### src/rtl/wash_mode_sequencer_if.sv
// Panel/datapath bundle for the wash-mode sequencer.
// Carries the panel pulses, the lid/finish levels and the registered outputs.
// Master drives the inputs, the sequencer is the slave.
interface wash_mode_sequencer_if;
   logic        tick;
   logic        power_btn;
   logic        start_btn;
   logic        mode_btn;
   logic        lid_open;
   logic        had_finish;
   logic [2:0]  state;
   logic [25:0] data;
   logic [1:0]  prog;
   logic [2:0]  phase_cnt;
   logic        buzzer;

   modport master (
      output tick, power_btn, start_btn, mode_btn, lid_open, had_finish,
      input  state, data, prog, phase_cnt, buzzer
   );

   modport slave (
      input  tick, power_btn, start_btn, mode_btn, lid_open, had_finish,
      output state, data, prog, phase_cnt, buzzer
   );
endinterface

### src/rtl/wash_mode_sequencer.sv
// Washing-machine run-path state sequencer with program select and phase timers.
// Latency: 1 clk from any input event to the registered outputs.
// No backpressure: inputs are pulses/levels, one event acts per cycle by priority.
module wash_mode_sequencer #(
   parameter int unsigned BEGIN_TICKS  = 2,
   parameter int unsigned FINISH_TICKS = 5,
   parameter logic [25:0] PROG0 = 26'h0841041,
   parameter logic [25:0] PROG1 = 26'h1082082,
   parameter logic [25:0] PROG2 = 26'h18C30C3,
   parameter logic [25:0] PROG3 = 26'h2104104
) (
   input  logic                  clk,
   input  logic                  rst_n,
   wash_mode_sequencer_if.slave  bus
);

   typedef enum logic [2:0] {
      S_SHUTDOWN = 3'd0,
      S_BEGIN    = 3'd1,
      S_SET      = 3'd2,
      S_RUN      = 3'd3,
      S_ERROR    = 3'd4,
      S_PAUSE    = 3'd5,
      S_FINISH   = 3'd6
   } state_t;

   localparam logic [2:0] BEGIN_LD  = 3'(BEGIN_TICKS);
   localparam logic [2:0] FINISH_LD = 3'(FINISH_TICKS);

   state_t      state_q, state_d;
   logic [1:0]  prog_q, prog_d;
   logic [25:0] data_q, data_d;
   logic [2:0]  phase_q, phase_d;
   logic        buzzer_q, buzzer_d;

   // Next state, program and phase counter; power overrides everything, then per-state priority.
   always_comb begin
      state_d  = state_q;
      prog_d   = prog_q;
      phase_d  = phase_q;
      if (bus.power_btn) begin
         if (state_q == S_SHUTDOWN) begin
            state_d = S_BEGIN;
            phase_d = BEGIN_LD;
         end else begin
            state_d = S_SHUTDOWN;
            phase_d = 3'd0;
         end
      end else begin
         case (state_q)
            S_SHUTDOWN: ;
            S_BEGIN: begin
               if (bus.tick) begin
                  if (phase_q <= 3'd1) begin
                     state_d = S_SET;
                     phase_d = 3'd0;
                  end else begin
                     phase_d = phase_q - 3'd1;
                  end
               end
            end
            S_SET: begin
               if (bus.start_btn) begin
                  state_d = bus.lid_open ? S_ERROR : S_RUN;
               end else if (bus.mode_btn) begin
                  prog_d = prog_q + 2'd1;
               end
            end
            S_RUN: begin
               if (bus.lid_open) begin
                  state_d = S_ERROR;
               end else if (bus.had_finish) begin
                  state_d = S_FINISH;
                  phase_d = FINISH_LD;
               end else if (bus.start_btn) begin
                  state_d = S_PAUSE;
               end
            end
            S_PAUSE: begin
               if (bus.lid_open) begin
                  state_d = S_ERROR;
               end else if (bus.start_btn) begin
                  state_d = S_RUN;
               end
            end
            S_ERROR: begin
               if (!bus.lid_open) begin
                  state_d = S_PAUSE;
               end
            end
            S_FINISH: begin
               if (bus.tick) begin
                  if (phase_q <= 3'd1) begin
                     state_d = S_SHUTDOWN;
                     phase_d = 3'd0;
                  end else begin
                     phase_d = phase_q - 3'd1;
                  end
               end
            end
            default: begin
               state_d = S_SHUTDOWN;
               phase_d = 3'd0;
            end
         endcase
      end
   end

   // Program word lookup and alarm decode from the next-state values.
   always_comb begin
      data_d = PROG0;
      case (prog_d)
         2'd0: data_d = PROG0;
         2'd1: data_d = PROG1;
         2'd2: data_d = PROG2;
         2'd3: data_d = PROG3;
         default: data_d = PROG0;
      endcase
      buzzer_d = (state_d == S_ERROR) || (state_d == S_FINISH);
   end

   // Output registers, cleared asynchronously.
   always_ff @(posedge clk or negedge rst_n) begin
      if (!rst_n) begin
         state_q  <= S_SHUTDOWN;
         prog_q   <= 2'd0;
         data_q   <= PROG0;
         phase_q  <= 3'd0;
         buzzer_q <= 1'b0;
      end else begin
         state_q  <= state_d;
         prog_q   <= prog_d;
         data_q   <= data_d;
         phase_q  <= phase_d;
         buzzer_q <= buzzer_d;
      end
   end

   assign bus.state     = state_q;
   assign bus.prog      = prog_q;
   assign bus.data      = data_q;
   assign bus.phase_cnt = phase_q;
   assign bus.buzzer    = buzzer_q;

endmodule

### src/flat_wrapper.sv
// flat-port wrapper written by rule: the top's interface ports become plain ports
module wash_mode_sequencer_flat 
#(
   parameter int unsigned BEGIN_TICKS  = 2,
   parameter int unsigned FINISH_TICKS = 5,
   parameter logic [25:0] PROG0 = 26'h0841041,
   parameter logic [25:0] PROG1 = 26'h1082082,
   parameter logic [25:0] PROG2 = 26'h18C30C3,
   parameter logic [25:0] PROG3 = 26'h2104104
)
  (clk, rst_n, bus_tick, bus_power_btn, bus_start_btn, bus_mode_btn, bus_lid_open, bus_had_finish, bus_state, bus_data, bus_prog, bus_phase_cnt, bus_buzzer);
  wash_mode_sequencer_if bus_i ();
  input  logic clk;
  input  logic rst_n;
  input wire logic [$bits(bus_i.tick)-1:0] bus_tick;
  input wire logic [$bits(bus_i.power_btn)-1:0] bus_power_btn;
  input wire logic [$bits(bus_i.start_btn)-1:0] bus_start_btn;
  input wire logic [$bits(bus_i.mode_btn)-1:0] bus_mode_btn;
  input wire logic [$bits(bus_i.lid_open)-1:0] bus_lid_open;
  input wire logic [$bits(bus_i.had_finish)-1:0] bus_had_finish;
  output wire logic [$bits(bus_i.state)-1:0] bus_state;
  output wire logic [$bits(bus_i.data)-1:0] bus_data;
  output wire logic [$bits(bus_i.prog)-1:0] bus_prog;
  output wire logic [$bits(bus_i.phase_cnt)-1:0] bus_phase_cnt;
  output wire logic [$bits(bus_i.buzzer)-1:0] bus_buzzer;
  assign bus_i.tick = bus_tick;
  assign bus_i.power_btn = bus_power_btn;
  assign bus_i.start_btn = bus_start_btn;
  assign bus_i.mode_btn = bus_mode_btn;
  assign bus_i.lid_open = bus_lid_open;
  assign bus_i.had_finish = bus_had_finish;
  assign bus_state = bus_i.state;
  assign bus_data = bus_i.data;
  assign bus_prog = bus_i.prog;
  assign bus_phase_cnt = bus_i.phase_cnt;
  assign bus_buzzer = bus_i.buzzer;
  wash_mode_sequencer #(.BEGIN_TICKS(BEGIN_TICKS), .FINISH_TICKS(FINISH_TICKS), .PROG0(PROG0), .PROG1(PROG1), .PROG2(PROG2), .PROG3(PROG3)) u_core (.clk(clk), .rst_n(rst_n), .bus(bus_i));
endmodule
### config.mk
export PLATFORM = sky130hd
export DESIGN_NAME = wash_mode_sequencer_flat
export DESIGN_NICKNAME = d
export VERILOG_FILES = /design/src/rtl/wash_mode_sequencer_if.sv /design/src/rtl/wash_mode_sequencer.sv /design/src/flat_wrapper.sv
export SDC_FILE = /design/constraint.sdc
export NUM_CORES = 1
export LEC_CHECK = 0
export ABC_AREA = 1
export BUFFER_PORTS_ARGS = -buffer_cell sky130_fd_sc_hd__buf_2
export CAP_MARGIN = 20
export CORE_ASPECT_RATIO = 1.25
export CORE_MARGIN = 1.5
export CORE_UTILIZATION = 35
export CTS_CLUSTER_DIAMETER = 200
export CTS_CLUSTER_SIZE = 16
export DETAILED_ROUTE_END_ITERATION = 6
export GPL_TIMING_DRIVEN = 0
export PLACE_DENSITY_LB_ADDON = 0.12
export SLEW_MARGIN = 5
export SYNTH_ARGS = -nofsm -noshare
export SYNTH_HDL_FRONTEND = slang
export SYNTH_SLANG_ARGS = --single-unit
export TNS_END_PERCENT = 100
### constraint.sdc
create_clock -name clk -period 1.45 [get_ports clk]
set_input_delay 0.29 -clock clk [delete_from_list [all_inputs] [get_ports clk]]
set_output_delay 0.29 -clock clk [all_outputs]
set_load 0.02 [all_outputs]
---- Word level (Yosys, flattened, before mapping) ----
Cells that the tools add are included.
storage, ports and cells
  register bits after elaboration ......... 35
  word-level logic and storage cells ...... 56
  output and inout bits ................... 35
  input bits .............................. 8
operators by class
  multiplexer cells ....................... 27
  reduce and logical (&&, ||, !) cells .... 6
  add/subtract/negate cells ............... 2
  $lt $le $gt $ge ......................... 1
  eq/ne operators ......................... 15
operators with widths
  kind                 count
  $pmux 26 s4          1
  $mux 3               18
  $pmux 3 s7           1
  $eq 3x3->1 const B   5
  $mux 2               5
  $pmux 3 s3           1
  $eq 3x2->1 const B   2
  $ne 3x3->1 const B   2
  $eq 2x2->1 const B   2
  $reduce_and 4->1     1
  $reduce_or 4->1      1
  $eq 3x1->1 const B   1
  $le 3x1->1 const B   1
  $logic_not 3->1      1
  $ne 3x1->1 const B   1
  $sub 3x1->3 const B  1
  $add 2x1->2 const B  1
  $eq 2x1->1 const B   1
  $logic_not 2->1      1
  $ne 2x1->1 const B   1
  $reduce_or 2->1      1
  $logic_or 1x1->1     1
  $mux 1               1

---- Logic depth before layout (Yosys ltp) ----
  word-level depth ........................ 7
  mapped depth ............................ 10
  gate-level depth less buffers ........... 10

---- Worst setup path before layout ----
OpenSTA, ideal clock, no wires.
  path type ............................... reg-to-reg
  start point ............................. reg u_core.state_q[2] (netlist: u_core.bus.state[2])
  end point ............................... reg u_core.data_q[24] (netlist: u_core.bus.data[24])
  cell stages (with the launch flop) ...... 7
  clock period less this slack ............ 1.581 ns
  setup time .............................. 0.126 ns
  buffers on the path ..................... 1
  required time ........................... 1.324 ns
  setup slack ............................. -0.131 ns
  arrival ................................. 1.455 ns
  cells stage by stage .................... dfrtp_1 -> buf_6 -> nor2_2 -> nand4_2 -> or2_4 -> xnor2_2 -> ha_1
between the ends
  word-level cells in the longest chain between the ends .. 5
  elaborated cells on any way between the ends .. 8
  those cells by class .................... eq/ne (4); mux (3); reduce/logical (1)
ends and longest elaborated chain
  item                                line                        RTL
  start: declaration                  wash_mode_sequencer.sv:30   state_t state_q, state_d;
  start signal: assignment            wash_mode_sequencer.sv:131  state_q <= state_d;
  $eq 3x2->1 *                        wash_mode_sequencer.sv:50   case (state_q)
  $mux 2 *                            wash_mode_sequencer.sv:50
  $mux 2 *                            wash_mode_sequencer.sv:41   if (bus.power_btn) begin
  named net u_core.prog_d[1]          wash_mode_sequencer.sv:31   logic [1:0] prog_q, prog_d;
  $eq 2x2->1 (tied with other cells)  wash_mode_sequencer.sv:112  case (prog_d)
  $pmux 26 s4 *                       wash_mode_sequencer.sv:112
  end signal: assignment              wash_mode_sequencer.sv:133  data_q <= data_d;
  end: declaration                    wash_mode_sequencer.sv:32   logic [25:0] data_q, data_d;
The timed path passes the listed nets; every way through them passes the cells marked *. The select of a mux whose other input is x is not followed.
A chain may end at the register's enable or synchronous reset.

---- Worst setup path after layout ----
Same ends and word-level chain as after synthesis.

==> results.md <==
Global routing:
- Global routing used 14.67% of the available tracks.
- The first global-routing pass estimated 3719 um of wire.
- The via count of the first global-routing pass is 946.
- Entering global routing, the biggest net connects 13 pins.
- The total overflow left after global routing is 0.
- The initial antenna violation count came to 0.

Critical path:
- Along the worst path, the maximum fanout reaches 2.
- The worst endpoint required time is 1600 ps.
- The critical setup path kind is flop to flop.
- The kind of capture point of the worst setup path is a flop.
- Data on the critical path arrives at its endpoint at 1580 ps.
- The depth of the most critical reg-to-reg path is 5.
- The type of element launching the critical path is a flop.

Clocking:
- CTS built an H-tree with a depth of 1.
- The total clock sinks is 12.
- The clock input transition at the sequential cells of the worst setup and hold paths is 80 ps.
- The clock tree from TritonCTS is done.
- The total clock buffers created by CTS is 3.
- The clock insertion delay at the later pin of the skew report is 260 ps.
- The master cell of the clock root buffer is sky130_fd_sc_hd__clkbuf_4.
- The maximum number of buffers from clock root to sink is 2.

Finish:
- The relative area change from synthesis to final layout is 36.87%.
- The final instance count without filler cells is 217.
- Of the cells placed in the final design, the portion with a size suffix greater than 1 is 50.82%.
- The repair_antennas step left the layout with diodes totalling 0.
- For this run, the post-layout net count is 195.
- In the layout the commonest cells are sky130_fd_sc_hd__buf_4 (31), sky130_fd_sc_hd__buf_2 (31), sky130_fd_sc_hd__nand2_1 (20), sky130_fd_sc_hd__inv_1 (15).
- Once layout is done, the placed cells without fillers occupy 0.001356 sq mm.

STA:
- Setup repair after global routing could not meet its margin everywhere.
- The final-report hold violation count is 0.
- Timing would allow up to 0.7006 GHz.
- The setup-violating endpoint count in the final report is 0.
- The post-route clock period utilization is 98.44%.
- The final period demand of the worst path is 1427 ps.
- The max-slew violation total from the final report is 0.
- The clock arrives with 2.758 ps of skew.

Floorplan:
- The core region is 0.002680 sq mm.
- In this run the vertical extent of the chip is 62.49 um.
- The count of standard-cell rows is 21.
- The die width is 50.59 um.
- The floorplan step defined a die boundary enclosing 0.003161 sq mm.
- The count of pins on the block boundary is 43.
- The initial utilization of the core area, before any placement, comes to 36.97%.

Synthesis:
- Of the total synthesized cell area, the portion taken by AND, OR, NAND and NOR gates is 27.78%.
- The cell area that synthesis handed to floorplanning was 991.0 sq um.
- The unique cell type count in the Yosys netlist is 26.
- The main combinational cell family by area after synthesis is simple AND/OR/NAND/NOR gates.
- The register area share after synthesis is 30.43%.
- In the synthesized netlist, mux cells make up 0% of the area.
- Synthesis handed over a netlist of 130 instances.
- The synthesized design contains 12 register bits.
- The synthesized area per cell is 7.623 sq um.
- Summing the areas of all compound-gate instances in the mapped netlist gives 8.207% of the synthesized area.
- The synthesized netlist devotes 2.525% of its cell area to XOR and XNOR gates.
- The adder-cell share of the synthesized area is 3.788%.
- During synthesis, Yosys emitted a total of 0 warnings.

Drt:
- Dividing the detail-routed wire length by the instance count gives 9.378 um.
- The number of vias per cell after detailed routing is 4.355.
- The first-pass iteration count of the detailed router is 4.
- The final layout contains routed wiring with a total length of 2035 um.
- The via count is 945.
- The detailed router finished its first iteration with 18 violations.
- In the routed design, unresolved DRC markers number 0.
- The post-detailed-route count of antenna-violating nets is 0.

Placement:
- The instance area after placement is 0.001235 sq mm.
- The total instance count after detailed placement is 205.
- Routability-driven placement finished with a final weighted congestion of 0.8555.
- The number of buffer cells added on primary ports is 31.
- The half-perimeter wire length after detailed placement is 1618 um.

Min path:
- Counting instances, the worst hold path has a depth of 2.
- In this run the worst hold path is classified as input pin to flop.

Pwr:
- The leakage power total is 0.7797 nW.
- IR analysis of the VDD net gives a maximum drop of 0.0008218 V.
- In this run the power density over the cells is 1745 mW/mm^2.

Status:
- The flow ran to the end, and the final reports show no timing, DRC or antenna violations.

Flow run:
- The tool flagged a number of max-cap violations equal to 0.
sequential cells by signal, indices dropped and copies added (netlist names):
name                  cells
u_core.bus.data           3
u_core.bus.prog           2
u_core.bus.buzzer         1
u_core.bus.state          3
u_core.bus.phase_cnt      3
cells in the mapped netlist:
| cell type | instances | area (sq um) |
|---|---|---|
| sky130_fd_sc_hd__nand3_1 | 8 | 40.04 |
| sky130_fd_sc_hd__xnor2_1 | 1 | 8.760 |
| sky130_fd_sc_hd__nand2_1 | 21 | 78.83 |
| sky130_fd_sc_hd__o21ai_1 | 2 | 10.01 |
| sky130_fd_sc_hd__nor2_1 | 12 | 45.04 |
| sky130_fd_sc_hd__buf_6 | 2 | 22.52 |
| sky130_fd_sc_hd__buf_4 | 23 | 172.7 |
| sky130_fd_sc_hd__nand2_2 | 1 | 6.260 |
| sky130_fd_sc_hd__o21ai_0 | 5 | 25.02 |
| sky130_fd_sc_hd__inv_1 | 15 | 56.30 |
| sky130_fd_sc_hd__a21oi_1 | 1 | 5.000 |
| sky130_fd_sc_hd__nor3_1 | 1 | 5.000 |
| sky130_fd_sc_hd__inv_2 | 4 | 15.01 |
| sky130_fd_sc_hd__dfrtp_1 | 11 | 275.3 |
| sky130_fd_sc_hd__nand4_1 | 3 | 18.77 |
| sky130_fd_sc_hd__dfstp_2 | 1 | 26.28 |
| sky130_fd_sc_hd__nand3_2 | 3 | 30.03 |
| sky130_fd_sc_hd__xnor2_2 | 1 | 16.27 |
| sky130_fd_sc_hd__nor2_4 | 1 | 11.26 |
| sky130_fd_sc_hd__o21ai_2 | 3 | 26.28 |
| sky130_fd_sc_hd__nor2_2 | 3 | 18.77 |
| sky130_fd_sc_hd__or2_4 | 1 | 8.760 |
| sky130_fd_sc_hd__nand4_2 | 1 | 12.51 |
| sky130_fd_sc_hd__ha_1 | 3 | 37.54 |
| sky130_fd_sc_hd__o211ai_1 | 2 | 15.01 |
| sky130_fd_sc_hd__conb_1 | 1 | 3.750 |
cells by family (layout without fill, tap and decap cells):
logic type               count (synthesis)  in the layout
adder cells (fa/ha/maj)                  3              3
XOR/XNOR                                 2              2
other                                    1             11
AO/OA/AOI/OAI                           13             13
buffers and inverters                   44             87
flip-flops                              12             12
AND/OR/NAND/NOR                         55             55
worst max-delay path, stage by stage (launching register included):
cell and delay [ps]:
sky130_fd_sc_hd__dfrtp_2 430, sky130_fd_sc_hd__nor2_4 100, sky130_fd_sc_hd__nand4_2 100, sky130_fd_sc_hd__or2_4 260, sky130_fd_sc_hd__xnor2_2 170, sky130_fd_sc_hd__ha_1 250
per-stage QoR:
stage	TNS [ps]	power [mW]	hold slack [ps]	setup WS [ps]	util (%)
floorplan	-90.12	1.619	-5.591	-90.12	-
global placement	-66.78	1.952	184.0	-66.78	46.08
detailed placement	-98.01	1.982	182.9	-86.73	46.08
CTS	-1.223	2.283	244.2	-1.223	48.46
global route	-67.63	2.570	259.0	-37.43	50.61
finish	0	2.367	252.1	22.66	50.61
path summary, 6_finish.rpt:
| check | end | from | slack (ps) |
|---|---|---|---|
| min in group asynchronous | u_core.bus.data[24] | rst_n | 420 |
| max in group asynchronous | u_core.bus.data[23] | rst_n | 760 |
| worst max-delay path | u_core.bus.data[24] | u_core.bus.state[2] | 20 |
| worst min register to register | u_core.bus.data[23] | u_core.bus.prog[0] | 530 |
| worst min-delay path | u_core.bus.state[1] | bus_power_btn | 250 |
| worst max register to register | u_core.bus.data[24] | u_core.bus.state[2] | 20 |
metal layers:
metal / wire [um] / vias up / global-route usage, %
li1: - / 489 / -
met1: 859 / 430 / 16.16
met2: 1071 / 24 / 26.15
met3: 76 / 2 / 1.675
met4: 27 / 0 / 8.784
met5: 0 / - / 0
area by class of cell:
class / instances / area [sq um]
Buffer: 23 / 172.7
Clock buffer: 4 / 36.28
Fill cell: 298 / 1324
Inverter: 19 / 78.83
Multi-Input combinational cell: 84 / 484.2
Sequential cell: 12 / 305.3
Tap cell: 34 / 42.54
Timing Repair Buffer: 41 / 236.5
repair_timing:
item                       4_1_cts  5_1_grt
setup endpoints to repair        2        8
resized for setup                2        9
pin swaps                        4        4
hold endpoints to repair        11        0
hold buffers                     1        0
buffers inserted                 5        4
power breakdown:
part	internal, mW	switching [mW]	total, mW
clock network	0.152	0.109	0.262
logic	0.661	0.879	1.54
registers	0.457	0.109	0.566
total	1.27	1.10	2.37
Power figures use the tool's default switching activity.
